### src/rtl/load_store_unit.sv
// rtl/load_store_unit.sv - memory-stage load/store unit with byte-lane steering
//
// Accepts one load or store per handshake and computes the effective
// address. It issues a single request to a variable-latency data memory,
// then returns the sign- or zero-extended load result. Every output is a
// register.
//
// Optional feature macro: LSU_MISALIGN_TRAP_EN
//   defined   : a misaligned access issues no memory request and completes
//               with out_fault=1
//   undefined : the lane offset is rounded down to the access size and
//               out_fault stays 0
//
// Ports:
//   clk, rst                 clock, synchronous active-high reset
//   in_valid/in_ready        operation handshake from execute
//   in_is_store, in_funct3   operation kind and RISC-V width/sign field
//   in_base, in_offset       rs1 value and signed 12-bit immediate
//   in_store_data, in_tag    rs2 value (LSB-aligned) and opaque sideband
//   mem_req_valid/ready      memory request handshake
//   mem_we, mem_addr         write flag, word-aligned byte address
//   mem_wdata, mem_byte_enable  lane-shifted write data and lane enables
//   mem_rsp_valid, mem_rdata read response (loads only)
//   out_valid/out_ready      result handshake to writeback
//   out_load_data, out_tag   extended load data (0 for stores), captured tag
//   out_fault                misaligned-access fault
module load_store_unit #(
    parameter int DATA_WIDTH = 32,
    parameter int ADDR_WIDTH = 32,
    parameter int TAG_WIDTH  = 8
) (
    input  logic                      clk,
    input  logic                      rst,
    input  logic                      in_valid,
    output logic                      in_ready,
    input  logic                      in_is_store,
    input  logic [2:0]                in_funct3,
    input  logic [DATA_WIDTH-1:0]     in_base,
    input  logic [11:0]               in_offset,
    input  logic [DATA_WIDTH-1:0]     in_store_data,
    input  logic [TAG_WIDTH-1:0]      in_tag,
    output logic                      mem_req_valid,
    input  logic                      mem_req_ready,
    output logic                      mem_we,
    output logic [ADDR_WIDTH-1:0]     mem_addr,
    output logic [DATA_WIDTH-1:0]     mem_wdata,
    output logic [DATA_WIDTH/8-1:0]   mem_byte_enable,
    input  logic                      mem_rsp_valid,
    input  logic [DATA_WIDTH-1:0]     mem_rdata,
    output logic                      out_valid,
    input  logic                      out_ready,
    output logic [DATA_WIDTH-1:0]     out_load_data,
    output logic [TAG_WIDTH-1:0]      out_tag,
    output logic                      out_fault
);
    localparam int BYTES = DATA_WIDTH / 8;
    localparam int OFS   = $clog2(BYTES);
    localparam logic [1:0] MAX_LOG = 2'(OFS);

    typedef enum logic [1:0] {IDLE, REQ, WAIT_RSP, DONE} state_t;
    state_t state;

    // Access attributes kept for the response path
    logic [OFS-1:0] ofs_q;
    logic [1:0]     size_q;
    logic           uns_q;

    // Request-side decode of the incoming operation
    logic [DATA_WIDTH-1:0] ea_full;
    logic [ADDR_WIDTH-1:0] ea;
    logic [OFS-1:0]        raw_ofs;
    logic [OFS-1:0]        size_mask;
    logic [OFS-1:0]        ofs;
    logic [1:0]            size_log;
    logic                  is_unsigned;
    logic [3:0]            size_bytes;
    logic [BYTES-1:0]      be_base;
    logic [BYTES-1:0]      be;
`ifdef LSU_MISALIGN_TRAP_EN
    logic                  misaligned;
`endif

    always_comb begin
        ea_full = in_base + {{(DATA_WIDTH-12){in_offset[11]}}, in_offset};
        ea      = ADDR_WIDTH'(ea_full);
        raw_ofs = ea[OFS-1:0];
        // Widths wider than the word, and the reserved encoding, fall back
        // to a full-word unsigned access.
        if (in_funct3 == 3'b111 || in_funct3[1:0] > MAX_LOG) begin
            size_log    = MAX_LOG;
            is_unsigned = 1'b1;
        end else begin
            size_log    = in_funct3[1:0];
            is_unsigned = in_funct3[2];
        end
        size_bytes = 4'd1 << size_log;
        size_mask  = OFS'(size_bytes - 4'd1);
`ifdef LSU_MISALIGN_TRAP_EN
        misaligned = |(raw_ofs & size_mask);
        ofs        = raw_ofs;
`else
        ofs        = raw_ofs & ~size_mask;
`endif
        be_base = BYTES'((16'd1 << size_bytes) - 16'd1);
        be      = be_base << ofs;
    end

    // Response-side lane extraction and extension
    logic [DATA_WIDTH-1:0] shifted;
    logic [DATA_WIDTH-1:0] lmask;
    logic                  sgn;
    logic [DATA_WIDTH-1:0] ext;

    always_comb begin
        shifted = mem_rdata >> {ofs_q, 3'b000};
        case (size_q)
            2'd0:    begin lmask = DATA_WIDTH'(8'hFF);         sgn = shifted[7];  end
            2'd1:    begin lmask = DATA_WIDTH'(16'hFFFF);      sgn = shifted[15]; end
            2'd2:    begin lmask = DATA_WIDTH'(32'hFFFF_FFFF); sgn = shifted[31]; end
            default: begin lmask = '1;                         sgn = shifted[DATA_WIDTH-1]; end
        endcase
        ext = (shifted & lmask) | ((sgn && !uns_q) ? ~lmask : '0);
    end

    always_ff @(posedge clk) begin
        if (rst) begin
            state           <= IDLE;
            in_ready        <= 1'b1;
            mem_req_valid   <= 1'b0;
            mem_we          <= 1'b0;
            mem_addr        <= '0;
            mem_wdata       <= '0;
            mem_byte_enable <= '0;
            out_valid       <= 1'b0;
            out_load_data   <= '0;
            out_tag         <= '0;
            out_fault       <= 1'b0;
            ofs_q           <= '0;
            size_q          <= '0;
            uns_q           <= 1'b0;
        end else begin
            case (state)
                IDLE: begin
                    if (in_valid) begin
                        in_ready        <= 1'b0;
                        ofs_q           <= ofs;
                        size_q          <= size_log;
                        uns_q           <= is_unsigned;
                        out_tag         <= in_tag;
                        out_load_data   <= '0;
                        out_fault       <= 1'b0;
                        mem_we          <= in_is_store;
                        mem_addr        <= {ea[ADDR_WIDTH-1:OFS], {OFS{1'b0}}};
                        mem_wdata       <= in_store_data << {ofs, 3'b000};
                        mem_byte_enable <= be;
`ifdef LSU_MISALIGN_TRAP_EN
                        if (misaligned) begin
                            state     <= DONE;
                            out_valid <= 1'b1;
                            out_fault <= 1'b1;
                        end else begin
                            state         <= REQ;
                            mem_req_valid <= 1'b1;
                        end
`else
                        state         <= REQ;
                        mem_req_valid <= 1'b1;
`endif
                    end
                end
                REQ: begin
                    if (mem_req_ready) begin
                        mem_req_valid <= 1'b0;
                        if (mem_we) begin
                            state     <= DONE;
                            out_valid <= 1'b1;
                        end else begin
                            state <= WAIT_RSP;
                        end
                    end
                end
                WAIT_RSP: begin
                    if (mem_rsp_valid) begin
                        out_load_data <= ext;
                        out_valid     <= 1'b1;
                        state         <= DONE;
                    end
                end
                DONE: begin
                    if (out_ready) begin
                        out_valid <= 1'b0;
                        in_ready  <= 1'b1;
                        state     <= IDLE;
                    end
                end
                default: state <= IDLE;
            endcase
        end
    end
endmodule
### config.mk
export PLATFORM = sky130hd
export DESIGN_NAME = load_store_unit
export DESIGN_NICKNAME = d
export VERILOG_FILES = /design/src/rtl/load_store_unit.sv
export SDC_FILE = /design/constraint.sdc
export NUM_CORES = 1
export LEC_CHECK = 0
export BUFFER_PORTS_ARGS = -buffer_cell sky130_fd_sc_hd__buf_2
export CAP_MARGIN = 40
export CORE_UTILIZATION = 56
export CTS_BUF_LIST = sky130_fd_sc_hd__clkbuf_4
export CTS_CLUSTER_SIZE = 8
export DETAILED_ROUTE_END_ITERATION = 8
export GPL_TIMING_DRIVEN = 0
export PLACE_DENSITY = 0.88
export SLEW_MARGIN = 20
export SYNTH_ARGS = -nofsm -noshare
export SYNTH_HDL_FRONTEND = slang
export SYNTH_SLANG_ARGS = --single-unit
### constraint.sdc
create_clock -name clk -period 6.4 [get_ports clk]
set_input_delay 0.32 -clock clk [delete_from_list [all_inputs] [get_ports clk]]
set_output_delay 0.32 -clock clk [all_outputs]
set_load 0.02 [all_outputs]
# Word-level counts from Yosys, hierarchy flattened
# Index checks and enable logic that the tools add are counted.
# word_totals
regBits	117
in_bits	126
output_inout_bits	113
wordCells	77
# classes
n_addsub	3
magnitude_cmp	1
n_eq_ne	10
n_shift	5
mux	25
bitwise	5
reduce_logical	15
# ops
op	n
one-hot mux 32 bit (2 select lines)	2
2-to-1 mux 32 bit	3
adder 32 bit	1
bitwise AND 32 bit	1
inverter 32 bit	1
OR 32 bit	1
<< shifter 32 x 5 -> 32 bit	1
>> shifter 32 x 5 -> 32 bit	1
2-to-1 mux 1 bit	10
2-to-1 mux 2 bit	5
inequality test 2 bit (second input constant)	5
AND reduction 3 bit	3
one-hot mux 2 bit (4 select lines)	1
one-hot mux 1 bit (2 select lines)	3
nonzero test 2 bit	3
AND reduction 5 bit	1
equality test 2 x 1 -> 1 bit (second input constant)	2
equality test 2 bit (second input constant)	2
zero test 2 bit	2
AND reduction 4 bit	1
<< shifter 1 x 2 -> 4 bit (first input constant)	1
<< shifter 1 x 4 -> 4 bit (first input constant)	1
<< shifter 4 x 2 -> 4 bit	1
subtractor 4 x 1 -> 4 bit (second input constant)	1
other kinds (11)	11

# Depth between registers and ports, before layout
# Gate-level depths: netlist (run 1).
# logic_depth
ltp_word	8
depth_mapped	12
depth_no_buf	12

# Worst setup path before layout (run 1)
# No wires, ideal clock.
# synth_path
path_kind	input-to-reg
start	input in_base[0]
end	register mem_addr[30]
setup_ps	120
arrival_time_ps	2282
t_required_ps	6280
slack_ps	3999
path_stages	12
n_path_buf	0
path_cell_list	ha_1 -> inv_1 -> fa_1 -> nor2b_1 -> o21ai_1 -> a21oi_1 -> o2111ai_1 -> nand2_2 -> o31ai_2 -> o41ai_1 -> and2_1 -> o31ai_2
# synth_via
elab_chain_len	1
# synth_lines
item	line	text
start, declared	38	input logic [DATA_WIDTH-1:0] in_base,
adder 32 bit	84	ea_full = in_base + {{(DATA_WIDTH-12){in_offset[11]}}, in_offset};
end signal, assigned	153	mem_addr <= {ea[ADDR_WIDTH-1:OFS], {OFS{1'b0}}};
end, declared	45	output logic [ADDR_WIDTH-1:0] mem_addr,
# Every way passes these cells.
# A chain may end at the register's enable or synchronous reset.

# Final worst setup path (run 1)
# layout_path
start	input in_offset[11]
end	register mem_addr[29]
# layout_via
elab_chain_len	1
# layout_lines
item	line	text
start, declared	39	input logic [11:0] in_offset,
adder 32 bit	84	
# Every way passes these cells.

==> results of run 1 <==
## worst max-delay path by stage
stage                                      from                        end  slack [ps]  cells after the start
after floorplan                      in_base[0]  mem_addr[30]$_SDFFE_PP0P_        4000                     12
after global placement            in_offset[11]  mem_addr[30]$_SDFFE_PP0P_        3460                     11
after detailed placement          in_offset[11]  mem_addr[29]$_SDFFE_PP0P_        3330                     12
after CTS                         in_offset[11]  mem_addr[29]$_SDFFE_PP0P_        3910                     12
after global routing      state[0]$_SDFFE_PP0P_  mem_wdata[7]$_SDFFE_PP0P_        3660                      8
final                             in_offset[11]  mem_addr[29]$_SDFFE_PP0P_        3890                     12
## sequential cells by signal (all words and copies together), names as in the netlist
name,count
mem_addr,30
ofs_q,2
mem_wdata,32
mem_we,1
uns_q,1
size_q,2
out_valid,1
in_ready,1
mem_byte_enable,4
state,2
out_load_data,32
mem_req_valid,1
out_tag,8
## per-layer routing
metal	share of wire, %	up-vias	global-route usage (%)	routed length, µm
li1	-	3663	-	-
met1	41	3429	40.9	9130
met2	47	398	58.6	10400
met3	7.9	81	7.45	1760
met4	4.2	0	17.2	922
met5	0	-	0	0
## what timing repair did
item | CTS | global route
buffers inserted | 0 | 0
hold endpoints to repair | 3 | 0
resized for setup | 0 | 0
hold buffers | 3 | 0
## Yosys cell counts, types with 5 or more instances
master	n
and3_1	7
inv_1	13
xor2_1	14
nand2b_1	6
buf_2	5
ha_1	35
a211o_1	9
clkbuf_1	48
a21o_1	24
nand2_1	119
nand3b_1	5
dfxtp_1	117
a22oi_1	24
nand3_1	7
a32oi_1	7
nor2b_1	15
nand4_1	6
o21ai_0	38
a21oi_1	114
a211oi_1	29
xnor2_1	11
buf_1	6
nor3_1	13
mux2i_1	26
o21bai_1	5
and2_1	14
nor2_1	102
## per-stage QoR
step	setup WS, ps	power, mW	std cells
5_1_grt	3660	2.84	1298
4_1_cts	3910	2.67	1297
2_1_floorplan	4000	1.73	882
3_5_place_dp	3330	2.13	1262
6_report	3890	2.69	1298
3_3_place_gp	3460	2.10	1262
## area by class of cell
type	instances	area share [%]
Antenna cell	1	0.0293
Buffer	63	3.06
Clock buffer	18	1.58
Clock inverter	14	1.77
Inverter	13	0.572
Multi-Input combinational cell	689	49.4
Sequential cell	117	27.4
Tap cell	147	2.15
Timing Repair Buffer	236	14.0
## cells by family after synthesis
kind of cell,share of synthesized area [%]
and+or+nand+nor,19.8
AOI/OAI and AO/OA,27.8
adders and majority gates,6.68
DFF,34.1
buffers and inverters,4.52
xor gates and xnor gates,3.19
other,0.0547
muxes,3.79
## report_power, final
| group | internal [mW] | switching [mW] | leakage (nW) | total, mW |
|---|---|---|---|---|
| Clock | 0.239 | 0.313 | 0.144 | 0.552 |
| Sequential | 0.867 | 0.0798 | 0.956 | 0.947 |
| Combinational | 0.392 | 0.796 | 2.92 | 1.19 |
| Total | 1.50 | 1.19 | 4.02 | 2.69 |
## worst max-delay path: cells and delay by family
kind,cells,cell delay [ps]
AO/OA/AOI/OAI,7,1580
buffers and inverters,2,520
adder cells (fa/ha/maj),1,310
XOR/XNOR,1,130
AND/OR/NAND/NOR,1,110
## placed cells by master, fill, tap and decap left out, types with 14 or more instances in the layout
cell	Yosys	layout
xor2_1	14	14
mux2i_1	26	26
dfxtp_1	117	117
buf_2	5	238
and2_1	14	14
a22oi_1	24	24
ha_1	35	35
o21ai_0	38	38
a21oi_1	114	114
a21o_1	24	24
clkbuf_1	48	48
a211oi_1	29	29
nor2_1	102	102
nor2b_1	15	15
nand2_1	119	119
clkbuf_4	0	18
==> results.toml, run 1 <==
[setup_path]
worstSetupPathType = "input port to flip-flop"
cp_slowest_cell = "a221oi_2"
crit_path_end_kind = "flip-flop"
cp_cell_sequence = "buf_2 > ha_1 > buf_2 > a21oi_1 > nand2_1 > a221oi_2 > a21oi_2 > o2111ai_1 > a21oi_1 > o22a_1 > xnor2_1 > a211oi_1"
regToRegSetupSlack_ps = 3900
critPathMaxFanout = 21
worstReg2RegStart = "state[0]$_SDFFE_PP0P_"
arrival_ps = 2970
cp_data_required_time_ps = 6860
cp_slowest_stage_delay_ps = 360
cp-start-kind = "input port"
r2r-end = "mem_wdata[7]$_SDFFE_PP0P_"
r2r_cells = 8

[power_and_ir_drop]
powerDensity_nw_per_um2 = 315
p_leak_nw = 4.02
vdd_drop_max_v = 0.000143

[timing]
fmax_mhz = 398
clock_skew_ps = 21.2
rsz0062_at_grt = "no"
whs_ps = 15.7
finalHoldViolations = 0
period_needed_ps = 2510
slew_headroom_pct = 41.1
period_share_pct = 39.3
worstMarginPinSlew_ps = 877
finalMaxSlewViolations = 0
finalSetupViolations = 0
fin_setup_tns_ps = 0

[detailed_routing]
firstDrtPassIters = 8
vias = 7571
drcViolationCount = 0
wl_per_cell_um = 17.1
via_per_inst = 5.83
drt.antenna.violating_nets = 0
drtIter0Drc = 689
routed_wl_um = 22200

[place]
port_buffers = 233
gp_congestion = 1.02
dpl_cell_area_um2 = 8220
hpwlAfterDp_um = 17400

[layout]
fin_nets = 1299
stdcell_area_um2 = 8540
syn_to_final_growth_pct = 24.4
multi_input_comb_area_um2 = 4220
n_fill_cell = 1008
postLayoutCoreUtil_pct = 71.4
drive_gt1_share_pct = 25.5
seq_area_um2 = 2340

[status]
status = "complete, no violations"

[clock_network]
clkSinkCount = 117
clk_pin_slew_ps = 120
cts_tree = "built"
clockRootBuffer = "clkbuf_4"
clk_latency_ps = 550
cts_buffers = 17
clk_path_buf_depth = 2
htreeDepth = 4

[floorplan]
core_area_um2 = 12000
io_pins = 239
fp.dieArea_um2 = 12700
die_x_um = 113
die_height_um = 113
start_util_pct = 57.4
rows = 40

[grt]
grt_pass1_wl_um = 34100
grt_pass1_vias = 6904
grt_start_max_net_pins = 22
track_usage_pct = 34.4
grt_overflow = 0
antenna_found_initial = 1

[min_path]
holdCritStartpoint = "in_tag[7]"
hold_end = "out_tag[7]$_SDFFE_PP0P_"
hold_class = "input port to flip-flop"
whs_path_depth = 3

[yosys]
synthFlopType = "dfxtp_1"
synth_cell_types = 68
syn_inst = 880
syn_area_um2 = 6860
synth_seq_cells = 117
yosysWarnings = 0
ys_top_cells_by_area = "dfxtp_1, a21oi_1, nand2_1, ha_1, nor2_1"
synth_top_cell_area_share_pct = 34.1
synth_top_area_cell = "dfxtp_1"
ys_async_sr_fraction_pct = 0
synth_edf_count = 0
synth-seq-area-share_pct = 34.1
syn_area_per_cell_um2 = 7.80

[run]
cap_violations = 0
No activity file was read; power rests on OpenSTA's default activity.
==> inputs of run 2 (changes only) <==
Settings changed: CORE_UTILIZATION 56 to 47, PLACE_DENSITY 0.88 to 0.79.
Clock period 6.4 ns to 2.1 ns, I/O delays scaled along.
==> run 2 against run 1 <==
First-iteration DRC count decreased by 23%. Critical endpoint is now mem_wdata[5]$_SDFFE_PP0P_. Core utilization decreased by 5.0 points. Global-route usage decreased by 2.7 points.
==> results.toml, run 2 (synthesis results as in run 1) <==
[floorplan]
rows = 43
die_height_um = 123
fp.dieArea_um2 = 15100
die_x_um = 123
start_util_pct = 48.9
io_pins = 239
core_area_um2 = 14000

[grt]
grt_pass1_wl_um = 36600
grt_overflow = 0
grt_util_met1_pct = 37.4
grt_pass1_vias = 7316
use_met2_pct = 53.4
top_usage_layer = "met2"
grt_start_max_net_pins = 22
use_met3_pct = 8.88
antenna_found_initial = 2
track_usage_pct = 31.7

[clock_network]
cts_buffers = 17
postCtsSetupBuffers = 0
clkSinkCount = 117
clockRootBuffer = "clkbuf_4"
cts_tree = "built"
htreeDepth = 4
clk_latency_ps = 550
clk_pin_slew_ps = 120
clk_path_buf_depth = 2

[detailed_routing]
drtIter0Drc = 533
drt.antenna.violating_nets = 0
wl_per_cell_um = 17.2
routed_wl_um = 23800
drcViolationCount = 0
vias = 7736
firstDrtPassIters = 5
via_per_inst = 5.59

[layout]
reg_top3 = "mem_wdata (32), out_load_data (32), mem_addr (30)"
postLayoutCoreUtil_pct = 66.4
syn_to_final_growth_pct = 35.9
fin_nets = 1350
seq_area_um2 = 2340
fin_cells = 1383
multi_input_comb_area_um2 = 4340
layout_commonest_cell = "buf_2"
n_fill_cell = 1239
drive_gt1_share_pct = 27.7
layout_common_cells = "buf_2, nand2_1, dfxtp_1"

[timing]
rsz0062_at_grt = "no"
finalSetupViolations = 0
fin_setup_tns_ps = 0
period_share_pct = 93.2
slew_headroom_pct = 53.9
finalMaxSlewViolations = 0
period_needed_ps = 1960
fmax_mhz = 511
clock_skew_ps = 14.9
finalHoldViolations = 0
whs_ps = 46.9
worstMarginPinSlew_ps = 688

[power_and_ir_drop]
p_total_mw = 8.62
p_leak_nw = 4.34
powerDensity_nw_per_um2 = 924
vdd_drop_max_v = 0.000490

[setup_path]
cp-start-kind = "flip-flop"
worstSetupPathType = "flip-flop to flip-flop"
arrival_ps = 2450
r2r_cells = 8
cp_slowest_cell = "dfxtp_1"
cp_cell_sequence = "inv_1 > ha_2 > and2_1 > clkbuf_1 > o21ai_2 > nor2_4 > a22oi_1 > nor2_1"
cp_slowest_stage_delay_ps = 350
cp_data_required_time_ps = 2590
critPathMaxFanout = 10
crit_path_end_kind = "flip-flop"

[min_path]
hold_class = "input port to flip-flop"
whs_path_depth = 5

[place]
hpwlAfterDp_um = 17800
port_buffers = 233
dp.cells = 1295
gp_congestion = 0.952

[status]
status = "complete, no violations"

[run]
cap_violations = 0
[run 2: cell count changes in the layout (fill, tap and decap cells not counted), moves of 3 or more]
| cell | delta |
|---|---|
| dlygate4sd3_1 | +54 |
| clkbuf_1 | -15 |
| clkbuf_2 | +12 |
| buf_1 | -6 |
| ha_1 | -5 |
| a21oi_1 | -4 |
| a21oi_2 | +4 |
| ha_4 | +4 |
| clkbuf_4 | +3 |
[run 2: repair_timing]
item                                    4_1_cts  5_1_grt
gates resized for setup                      16       30
endpoints found under the setup margin       91      101
hold buffers                                 57        0
endpoints found under the hold margin        66        0
pin swaps                                     0        0
cloned                                        0        0
[run 2: final timing paths]
check | start | endpoint | slack (ps)
max | state[0]$_SDFFE_PP0P_ | mem_wdata[5]$_SDFFE_PP0P_ | 140
min | mem_rdata[2] | out_load_data[2]$_SDFFE_PP0P_ | 50
min reg2reg | mem_addr[3]$_SDFFE_PP0P_ | mem_addr[3]$_SDFFE_PP0P_ | 460
max reg2reg | state[0]$_SDFFE_PP0P_ | mem_wdata[5]$_SDFFE_PP0P_ | 140
[run 2: layout make-up]
type                            count  area share, %
Clock buffer                       18           1.45
Multi-Input combinational cell    689           46.5
Inverter                           13          0.523
Clock inverter                     14           2.15
Buffer                             60           3.07
Sequential cell                   117           25.1
Timing Repair Buffer              290           18.7
Antenna cell                        2         0.0537
Tap cell                          180           2.42
[run 2: metrics by stage]
step	area, µm²	setup WS [ps]
2_1_floorplan	6940	-27.0
3_3_place_gp	8330	-645
3_5_place_dp	8330	-697
4_1_cts	9270	17.3
5_1_grt	9320	3.92
6_report	9320	143
[run 2: layer usage]
| metal | part of all wire, % | wire, µm | up-vias |
|---|---|---|---|
| met1 | 41 | 9670 | 3546 |
| met2 | 47 | 11300 | 359 |
| met4 | 3.7 | 881 | 0 |
| met5 | 0 | 0 | - |
| met3 | 8.5 | 2030 | 72 |
| li1 | - | - | 3759 |
[run 2: power by group]
| part | switching (mW) | leakage [nW] | internal [mW] | total, mW |
|---|---|---|---|---|
| Combinational | 2.46 | 3.21 | 1.34 | 3.80 |
| Clock | 0.958 | 0.169 | 0.968 | 1.93 |
| Sequential | 0.250 | 0.957 | 2.64 | 2.89 |
[run 2: critical path: cells and delay by family, from the launching register on]
family | cells | cell delay, ps
AO/OA/AOI/OAI | 2 | 350
adder cells (fa/ha/maj) | 1 | 260
buffers and inverters | 2 | 370
flip-flops | 1 | 350
AND/OR/NAND/NOR | 3 | 580
